--- config.mk ---
export PLATFORM = sky130hd
export DESIGN_NAME = rng_share_sched_flat
export DESIGN_NICKNAME = d
export VERILOG_FILES = /design/src/rtl/rng_share_sched_if.sv /design/src/rtl/rng_share_sched.sv /design/src/flat_wrapper.sv
export SDC_FILE = /design/constraint.sdc
export NUM_CORES = 1
export LEC_CHECK = 0
export BUFFER_PORTS_ARGS = -buffer_cell sky130_fd_sc_hd__clkbuf_2
export CAP_MARGIN = 0
export CORE_MARGIN = 2
export CORE_UTILIZATION = 50
export DETAILED_ROUTE_END_ITERATION = 10
export PLACE_DENSITY = 0.71
export SLEW_MARGIN = 0
export SYNTH_ARGS = -nofsm -noshare
export SYNTH_HDL_FRONTEND = slang
export SYNTH_SLANG_ARGS = --single-unit
--- constraint.sdc ---
create_clock -name clk -period 2.58 [get_ports clk]
set_input_delay 0.129 -clock clk [delete_from_list [all_inputs] [get_ports clk]]
set_output_delay 0.129 -clock clk [all_outputs]
set_load 0.005 [all_outputs]
--- src/rtl/rng_share_sched_if.sv ---
// rng_share_sched_if
//   Bundle between the uBrain compute tiles (master side) and the shared
//   RNG scheduler (slave side).
//   master: drives req/cfgLen/abort, observes grant/grantIdx/rngEnable/valid/done/busy
//   slave : the scheduler; samples req/cfgLen/abort, drives the rest
//   req       - level request, one bit per requester
//   cfgLen    - window length, sampled at grant (0 means 2^RWID cycles)
//   abort     - terminate the current window without a done pulse
//   grant     - one-hot owner, held for the whole window
//   grantIdx  - binary index of the owner
//   rngEnable - enable for the Sobol RNG buffer array
//   valid     - buffered RNG output is meaningful for the owner this cycle
//   done      - one-cycle pulse to the owner on normal completion
//   busy      - scheduler is not idle
interface rng_share_sched_if #(
  parameter int NREQ = 4,
  parameter int RWID = 10,
  parameter int IWID = (NREQ > 1) ? $clog2(NREQ) : 1
);
  logic [NREQ-1:0] req;
  logic [RWID-1:0] cfgLen;
  logic            abort;
  logic [NREQ-1:0] grant;
  logic [IWID-1:0] grantIdx;
  logic            rngEnable;
  logic            valid;
  logic [NREQ-1:0] done;
  logic            busy;

  modport master (
    output req, cfgLen, abort,
    input  grant, grantIdx, rngEnable, valid, done, busy
  );

  modport slave (
    input  req, cfgLen, abort,
    output grant, grantIdx, rngEnable, valid, done, busy
  );
endinterface

--- src/rtl/rng_share_sched.sv ---
// rng_share_sched
//   Round-robin owner scheduler for the shared Sobol RNG buffer array.
//   One requester at a time gets a window of L RNG-enable cycles
//   (L = cfgLen, or 2^RWID when cfgLen is 0). valid follows rngEnable by
//   the one-cycle buffer delay of the RNG array, and done pulses to the
//   owner together with the last valid sample.
//   Ports:
//     clk   - clock
//     rst_n - asynchronous active-low reset
//     bus   - rng_share_sched_if slave modport (requests, grant, status)
module rng_share_sched #(
  parameter int NREQ = 4,
  parameter int RWID = 10,
  parameter int IWID = (NREQ > 1) ? $clog2(NREQ) : 1
) (
  input logic              clk,
  input logic              rst_n,
  rng_share_sched_if.slave bus
);

  typedef enum logic [1:0] {IDLE, RUN, DRAIN} state_t;

  localparam logic [IWID:0] NREQ_W = NREQ[IWID:0];

  state_t          state_q;
  logic [RWID-1:0] cnt_q;
  logic [RWID-1:0] len_q;
  logic [IWID-1:0] rr_ptr_q;
  logic [IWID-1:0] grant_idx_q;
  logic [NREQ-1:0] grant_q;
  logic [NREQ-1:0] done_q;
  logic            rng_en_q;
  logic            valid_q;
  logic            busy_q;

  // (a + b) mod NREQ for operands already below NREQ.
  function automatic logic [IWID-1:0] wrap_add(input logic [IWID-1:0] a,
                                               input logic [IWID-1:0] b);
    logic [IWID:0] s;
    s = {1'b0, a} + {1'b0, b};
    if (s >= NREQ_W) s = s - NREQ_W;
    return s[IWID-1:0];
  endfunction

  // Rotate requests so the rrPtr slot lands at bit 0; the lowest set bit of
  // the rotated vector is then the round-robin winner's offset from rrPtr.
  logic [2*NREQ-1:0] req_dbl;
  logic [NREQ-1:0]   req_rot;
  logic [IWID-1:0]   win_ofs;
  logic              win_found;
  logic [IWID-1:0]   win_idx;
  logic [IWID-1:0]   rr_next;
  logic [NREQ-1:0]   win_onehot;

  assign req_dbl = {bus.req, bus.req} >> rr_ptr_q;
  assign req_rot = req_dbl[NREQ-1:0];

  always_comb begin
    win_ofs   = '0;
    win_found = 1'b0;
    for (int i = NREQ - 1; i >= 0; i--) begin
      if (req_rot[i]) begin
        win_ofs   = IWID'(i);
        win_found = 1'b1;
      end
    end
  end

  assign win_idx = wrap_add(rr_ptr_q, win_ofs);
  assign rr_next = wrap_add(win_idx, IWID'(1));

  generate
    for (genvar gi = 0; gi < NREQ; gi++) begin : g_onehot
      assign win_onehot[gi] = (win_idx == IWID'(gi));
    end
  endgenerate

  always_ff @(posedge clk or negedge rst_n) begin
    if (!rst_n) begin
      state_q     <= IDLE;
      cnt_q       <= '0;
      len_q       <= '0;
      rr_ptr_q    <= '0;
      grant_idx_q <= '0;
      grant_q     <= '0;
      done_q      <= '0;
      rng_en_q    <= 1'b0;
      valid_q     <= 1'b0;
      busy_q      <= 1'b0;
    end else begin
      // Mirrors the one-cycle buffer delay of the RNG array.
      valid_q <= rng_en_q && (grant_q != '0);
      done_q  <= '0;
      case (state_q)
        IDLE: begin
          // abort in IDLE suppresses arbitration for this cycle
          if (!bus.abort && win_found) begin
            state_q     <= RUN;
            grant_q     <= win_onehot;
            grant_idx_q <= win_idx;
            len_q       <= bus.cfgLen;
            cnt_q       <= '0;
            rng_en_q    <= 1'b1;
            busy_q      <= 1'b1;
            rr_ptr_q    <= rr_next;
          end
        end
        RUN: begin
          if (bus.abort) begin
            state_q     <= IDLE;
            grant_q     <= '0;
            grant_idx_q <= '0;
            rng_en_q    <= 1'b0;
            valid_q     <= 1'b0;
            busy_q      <= 1'b0;
          end else begin
            cnt_q <= cnt_q + RWID'(1);
            // len_q = 0 wraps to all-ones, giving a full 2^RWID window
            if (cnt_q == len_q - RWID'(1)) begin
              state_q  <= DRAIN;
              rng_en_q <= 1'b0;
              done_q   <= grant_q;
            end
          end
        end
        DRAIN: begin
          // Normal exit and abort look the same here; done is already out.
          state_q     <= IDLE;
          grant_q     <= '0;
          grant_idx_q <= '0;
          busy_q      <= 1'b0;
        end
        default: state_q <= IDLE;
      endcase
    end
  end

  assign bus.grant     = grant_q;
  assign bus.grantIdx  = grant_idx_q;
  assign bus.rngEnable = rng_en_q;
  assign bus.valid     = valid_q;
  assign bus.done      = done_q;
  assign bus.busy      = busy_q;

endmodule

--- src/flat_wrapper.sv ---
// flat-port wrapper written by rule: the top's interface ports become plain ports
module rng_share_sched_flat 
#(
  parameter int NREQ = 4,
  parameter int RWID = 10,
  parameter int IWID = (NREQ > 1) ? $clog2(NREQ) : 1
)
  (clk, rst_n, bus_req, bus_cfgLen, bus_abort, bus_grant, bus_grantIdx, bus_rngEnable, bus_valid, bus_done, bus_busy);
  rng_share_sched_if #(.NREQ(NREQ), .RWID(RWID), .IWID(IWID)) bus_i ();
  input logic clk;
  input logic rst_n;
  input wire logic [$bits(bus_i.req)-1:0] bus_req;
  input wire logic [$bits(bus_i.cfgLen)-1:0] bus_cfgLen;
  input wire logic [$bits(bus_i.abort)-1:0] bus_abort;
  output wire logic [$bits(bus_i.grant)-1:0] bus_grant;
  output wire logic [$bits(bus_i.grantIdx)-1:0] bus_grantIdx;
  output wire logic [$bits(bus_i.rngEnable)-1:0] bus_rngEnable;
  output wire logic [$bits(bus_i.valid)-1:0] bus_valid;
  output wire logic [$bits(bus_i.done)-1:0] bus_done;
  output wire logic [$bits(bus_i.busy)-1:0] bus_busy;
  assign bus_i.req = bus_req;
  assign bus_i.cfgLen = bus_cfgLen;
  assign bus_i.abort = bus_abort;
  assign bus_grant = bus_i.grant;
  assign bus_grantIdx = bus_i.grantIdx;
  assign bus_rngEnable = bus_i.rngEnable;
  assign bus_valid = bus_i.valid;
  assign bus_done = bus_i.done;
  assign bus_busy = bus_i.busy;
  rng_share_sched #(.NREQ(NREQ), .RWID(RWID), .IWID(IWID)) u_core (.clk(clk), .rst_n(rst_n), .bus(bus_i));
endmodule
# Yosys cells after proc, flatten, opt, wreduce, memory -nomap -nowiden
# Cells that the tools add are included.
dict set report word_totals {
  wordCells 76
  inputBits 17
  reg_bits 37
}
dict set report op_classes {
  add_sub_neg 6
  eq_ne 10
  mux 34
  reduce_logical 13
  shifts 1
  order_cmp 2
}
# op count
set op_table {}
lappend op_table {{two-way mux 2 bit} 11}
lappend op_table {{two-way mux 10 bit} 2}
lappend op_table {{two-way mux 4 bit} 5}
lappend op_table {{case mux 10 bit (2 select lines)} 1}
lappend op_table {{case mux 4 bit (3 select lines)} 1}
lappend op_table {{adder 10 x 1 -> 10 bit (second input constant)} 1}
lappend op_table {{equality test 10 bit} 1}
lappend op_table {{two-way mux 1 bit} 10}
lappend op_table {{subtractor 10 x 1 -> 10 bit (second input constant)} 1}
lappend op_table {{AND reduction 3 bit} 3}
lappend op_table {{>> shifter 8 x 2 -> 4 bit} 1}
lappend op_table {{equality test 2 bit (second input constant)} 3}
lappend op_table {{>= comparator 3 bit (second input constant)} 2}
lappend op_table {{case mux 2 bit (3 select lines)} 1}
lappend op_table {{equality test 2 x 1 -> 1 bit (second input constant)} 2}
lappend op_table {{logical NOT 2 bit} 2}
lappend op_table {{!= test 2 bit (second input constant)} 2}
lappend op_table {{case mux 2 bit (2 select lines)} 1}
lappend op_table {{AND reduction 2 bit} 2}
lappend op_table {{nonzero test 4 bit} 1}
lappend op_table {{subtractor 2 x 1 -> 2 bit (second input constant)} 2}
lappend op_table {{adder 2 x 1 -> 3 bit (second input constant)} 1}
lappend op_table {{adder 2 x 2 -> 3 bit} 1}
lappend op_table {{!= test 3 x 2 -> 1 bit (second input constant)} 1}
lappend op_table {{other kinds (7)} 8}

# Longest topological paths before layout
dict set report depth {
  word_depth 11
  ltp_mapped 12
  depth_no_buf 11
}

# Least setup slack after synthesis
# Ideal clock, no wire load.
dict set report synth_path {
  path_kind {flip-flop to flip-flop}
  from {register u_core.len_q[0]}
  to {register u_core.rng_en_q (netlist: u_core.bus.rngEnable)}
  path_slack_ns 0.330
  synth_period_minus_slack_ns 2.250
  required_ns 2.451
  arrival_time_ns 2.121
  setup_ns 0.129
  path_stages_with_launch 9
  path_cell_list {dfrtp_1 > inv_1 > ha_1 > or4b_1 > nor4_1 > xnor2_1 > a2111oi_4 > o21ai_1 > o2bb2ai_1}
}
dict set report synth_between {
  elab_chain_cells 4
}
# element line
set synth_lines {}
lappend synth_lines {{start: declaration} rng_share_sched.sv:27} ;# logic [RWID-1:0] len_q;
lappend synth_lines {{start signal: assignment} rng_share_sched.sv:101} ;# len_q <= bus.cfgLen;
lappend synth_lines {{subtractor 10 x 1 -> 10 bit} rng_share_sched.sv:119} ;# if (cnt_q == len_q - RWID'(1)) begin
lappend synth_lines {{equality test 10 bit} rng_share_sched.sv:119}
lappend synth_lines {{!= test 3 x 2 -> 1 bit (no line)} n/a}
lappend synth_lines {{AND reduction 3 bit (no line)} n/a}
lappend synth_lines {{end signal: assignment} rng_share_sched.sv:103} ;# rng_en_q <= 1'b1;
lappend synth_lines {{end signal: assignment} rng_share_sched.sv:113} ;# rng_en_q <= 1'b0;
lappend synth_lines {{end signal: assignment} rng_share_sched.sv:121} ;# rng_en_q <= 1'b0;
lappend synth_lines {{end: declaration} rng_share_sched.sv:32} ;# logic rng_en_q;
# Every way passes these cells.
# A chain may end at the register's enable or synchronous reset.

# Final worst setup path
# Ends and elaborated chain as after synthesis.

==> impl_metrics.ini <==
[run_status]
status = complete, no violations

[sta]
whs_ns = 0.0216
drv_slew = 0
max_freq_mhz = 411
hold_viol = 0
finalCritPeriodShare_pct = 94.2
skew_ns = 0.00688
period_needed_ns = 2.43
setup_viol = 0
relSlewSlack_pct = 39.4
setup_ws_ns = 0.149
worst_pin_slew_ns = 0.910

[yosys]
synth_compound_area_share_pct = 13.9
synth-edff-count = 0
synth_seq_cells = 37
yosysTopAreaCell = dfrtp_1
syn_nets = 273
muxShareOfSynthArea_pct = 0.468
synth-adder-area-share_pct = 5.26
synth_top_family_by_area = simple AND/OR/NAND/NOR gates
yosys_warnings = 0
syn-mean-instance-area_um2 = 8.67
synth_cells = 247
ys_seq_area_share_pct = 43.2
syn_area_mm2 = 0.00214
synth_simple_gate_area_share_pct = 26.0
synthDistinctLibCells = 41
ys.flop_type = dfrtp_1
post_synth_xor_area_fraction_pct = 7.77
synth_top_cell_area_share_pct = 43.2
synth-async-reset-ratio_pct = 100
synthTopCellsByArea = dfrtp_1 (43%), nand2_1 (9.6%), ha_1 (5.3%), xor2_1 (4.9%), nor2_1 (4.2%)

[detailed_routing]
drc = 0
drtIter0Drc = 128
drtPass1Iterations = 4
wl_mm = 4.42
viasPerCell = 5.23
route.antenna.remaining_nets = 0
num_vias = 1742
avgRoutedWirePerCell_um = 13.3

[layout]
final_common_cell = nand2_1
fin_area_mm2 = 0.00249
mostFrequentLayoutCells = nand2_1 (55), dfrtp_1 (37), clkbuf_2 (29)
post-route-util_pct = 61.5
final_nets = 308
drive_gt1_share_pct = 15.9
antenna_cells = 0
syn2layout_area_growth_pct = 16.5
fillers = 362
stdcell_count = 333

[critical_path]
crit_path_cell_trace = inv_1 -> ha_1 -> or4b_1 -> nor2_1 -> xnor2_1 -> nand4_1 -> a2111oi_4 -> buf_4 -> o21ai_1 -> o2bb2ai_1
worstSetupEndpointType = flip-flop
cp_max_fo = 8
crit_required_ns = 2.75
startpoint_type = flip-flop
cp_slowest_cell = or4b_1
slowest_delay_ns = 0.50
critPathKind = reg -> reg
critPathArrivalTime_ns = 2.60

[pwr]
power.leakage_uw = 0.00125
ir_drop_mv = 0.642
power_per_cell_area_mw_per_mm2 = 1100

[floorplanning]
core_mm2 = 0.00406
die_y_um = 69.4
dieArea_mm2 = 0.00482
pin_count = 30
start_util_pct = 52.8
die_w_um = 69.4
row_count = 23

[grt]
overflow = 0
antenna_found_initial = 0
grt_pass1_wl_mm = 7.58
grt_max_degree = 38
first_global_vias = 1576
track_usage_pct = 20.2

[clock_tree]
clk_latency_ns = 0.29
htree_levels = 2
clockRootBuffer = clkbuf_8
cts_buffer_depth = 2
cts_tree = built
cts_sinks = 37
cts.clk_slew.worst_paths_ns = 0.07
cts_inserted_buffers = 5

[place]
placed_area_mm2 = 0.00235
hpwl_mm = 3.11
post-place-cells = 323
port_buffers = 29
gp_congestion = 0.826
place_ws_ns = 0.0847

[hold_path]
worstHoldPathType = in -> reg

[run]
cap_violations = 0
area by class of cell:
cell class | count | area (um2) | share of cell area, %
multi-input combinational | 191 | 1150 | 46.0
sequential | 37 | 926 | 37.1
timing repair buffer | 36 | 200 | 8.02
clock buffer | 7 | 86.3 | 3.46
tap | 50 | 62.6 | 2.51
inverter | 11 | 41.3 | 1.65
clock inverter | 1 | 30.0 | 1.20
power breakdown:
group          switching, uW  total [uW]  internal, uW
Combinational            698        1230           530
Sequential               232         997           765
Clock                    201         516           315
metrics by stage:
| stage | total power (uW) | setup TNS (ns) |
|---|---|---|
| final | 2740 | 0 |
| after global routing | 2970 | -0.0126 |
| after CTS | 2750 | 0 |
| after detailed placement | 2200 | 0 |
| after global placement | 2180 | 0 |
| after floorplan | 1860 | 0 |
timing repair:
action	4_1_cts	5_1_grt
hold buffers	1	0
setup buffers	0	1
endpoints found under the hold margin	30	0
endpoints found under the setup margin	0	7
gates resized for setup	0	1
registers in the layout, indices dropped and copies added (netlist names):
register	count
u_core.bus.busy	1
u_core.cnt_q	10
u_core.rr_ptr_q	2
u_core.bus.grantIdx	2
u_core.bus.valid	1
u_core.bus.done	4
u_core.state_q	2
u_core.bus.rngEnable	1
u_core.bus.grant	4
u_core.len_q	10
final timing paths:
check,from,endpoint,slack [ns],cells after the start
min in group asynchronous,rst_n,u_core.bus.valid,0.50,2
max,u_core.len_q[0],u_core.bus.rngEnable,0.15,10
min reg2reg,u_core.bus.grantIdx[0],u_core.bus.grantIdx[0],0.48,2
max in group asynchronous,rst_n,u_core.len_q[3],1.52,2
max reg2reg,u_core.len_q[0],u_core.bus.rngEnable,0.15,10
min,bus_cfgLen[5],u_core.len_q[5],0.02,3
worst max-delay path, delay by kind of cell (launching register included):
kind,cells,cell delay [ns]
AO/OA/AOI/OAI,3,0.41
XOR/XNOR,1,0.14
adder cells (fa/ha/maj),1,0.23
buffers and inverters,2,0.29
flip-flops,1,0.41
AND/OR/NAND/NOR,3,0.82
per-layer routing:
metal / up-vias / share of wire (%) / global-route usage [%] / wire length (um)
met5: - / 0 / 0 / 0
met4: 0 / 1.2 / 7.19 / 53
met3: 4 / 3.1 / 6.69 / 135
met2: 29 / 44 / 28.5 / 1930
met1: 789 / 52 / 28.8 / 2300
li1: 920 / - / - / -
kinds of logic (layout without fill, tap and decap cells):
| kind of cell | after synthesis | after routing |
|---|---|---|
| adders and majority gates | 9 | 9 |
| DFF | 37 | 37 |
| xor gates and xnor gates | 19 | 19 |
| muxes | 1 | 1 |
| and+or+nand+nor | 119 | 119 |
| AOI/OAI and AO/OA | 43 | 43 |
| buffers and inverters | 19 | 55 |
synthesized netlist by cell type (3+ instances only):
master,number
nand2_1,55
dfrtp_1,37
nor2_1,24
xor2_1,12
a21oi_1,11
inv_1,11
o21ai_0,10
ha_1,9
and3_1,7
clkbuf_1,7
nand3b_1,7
xnor2_1,7
nor3_1,6
nand3_1,4
or3_1,4
a31oi_1,3
nand2b_1,3
(Power assumes the default switching activity.)
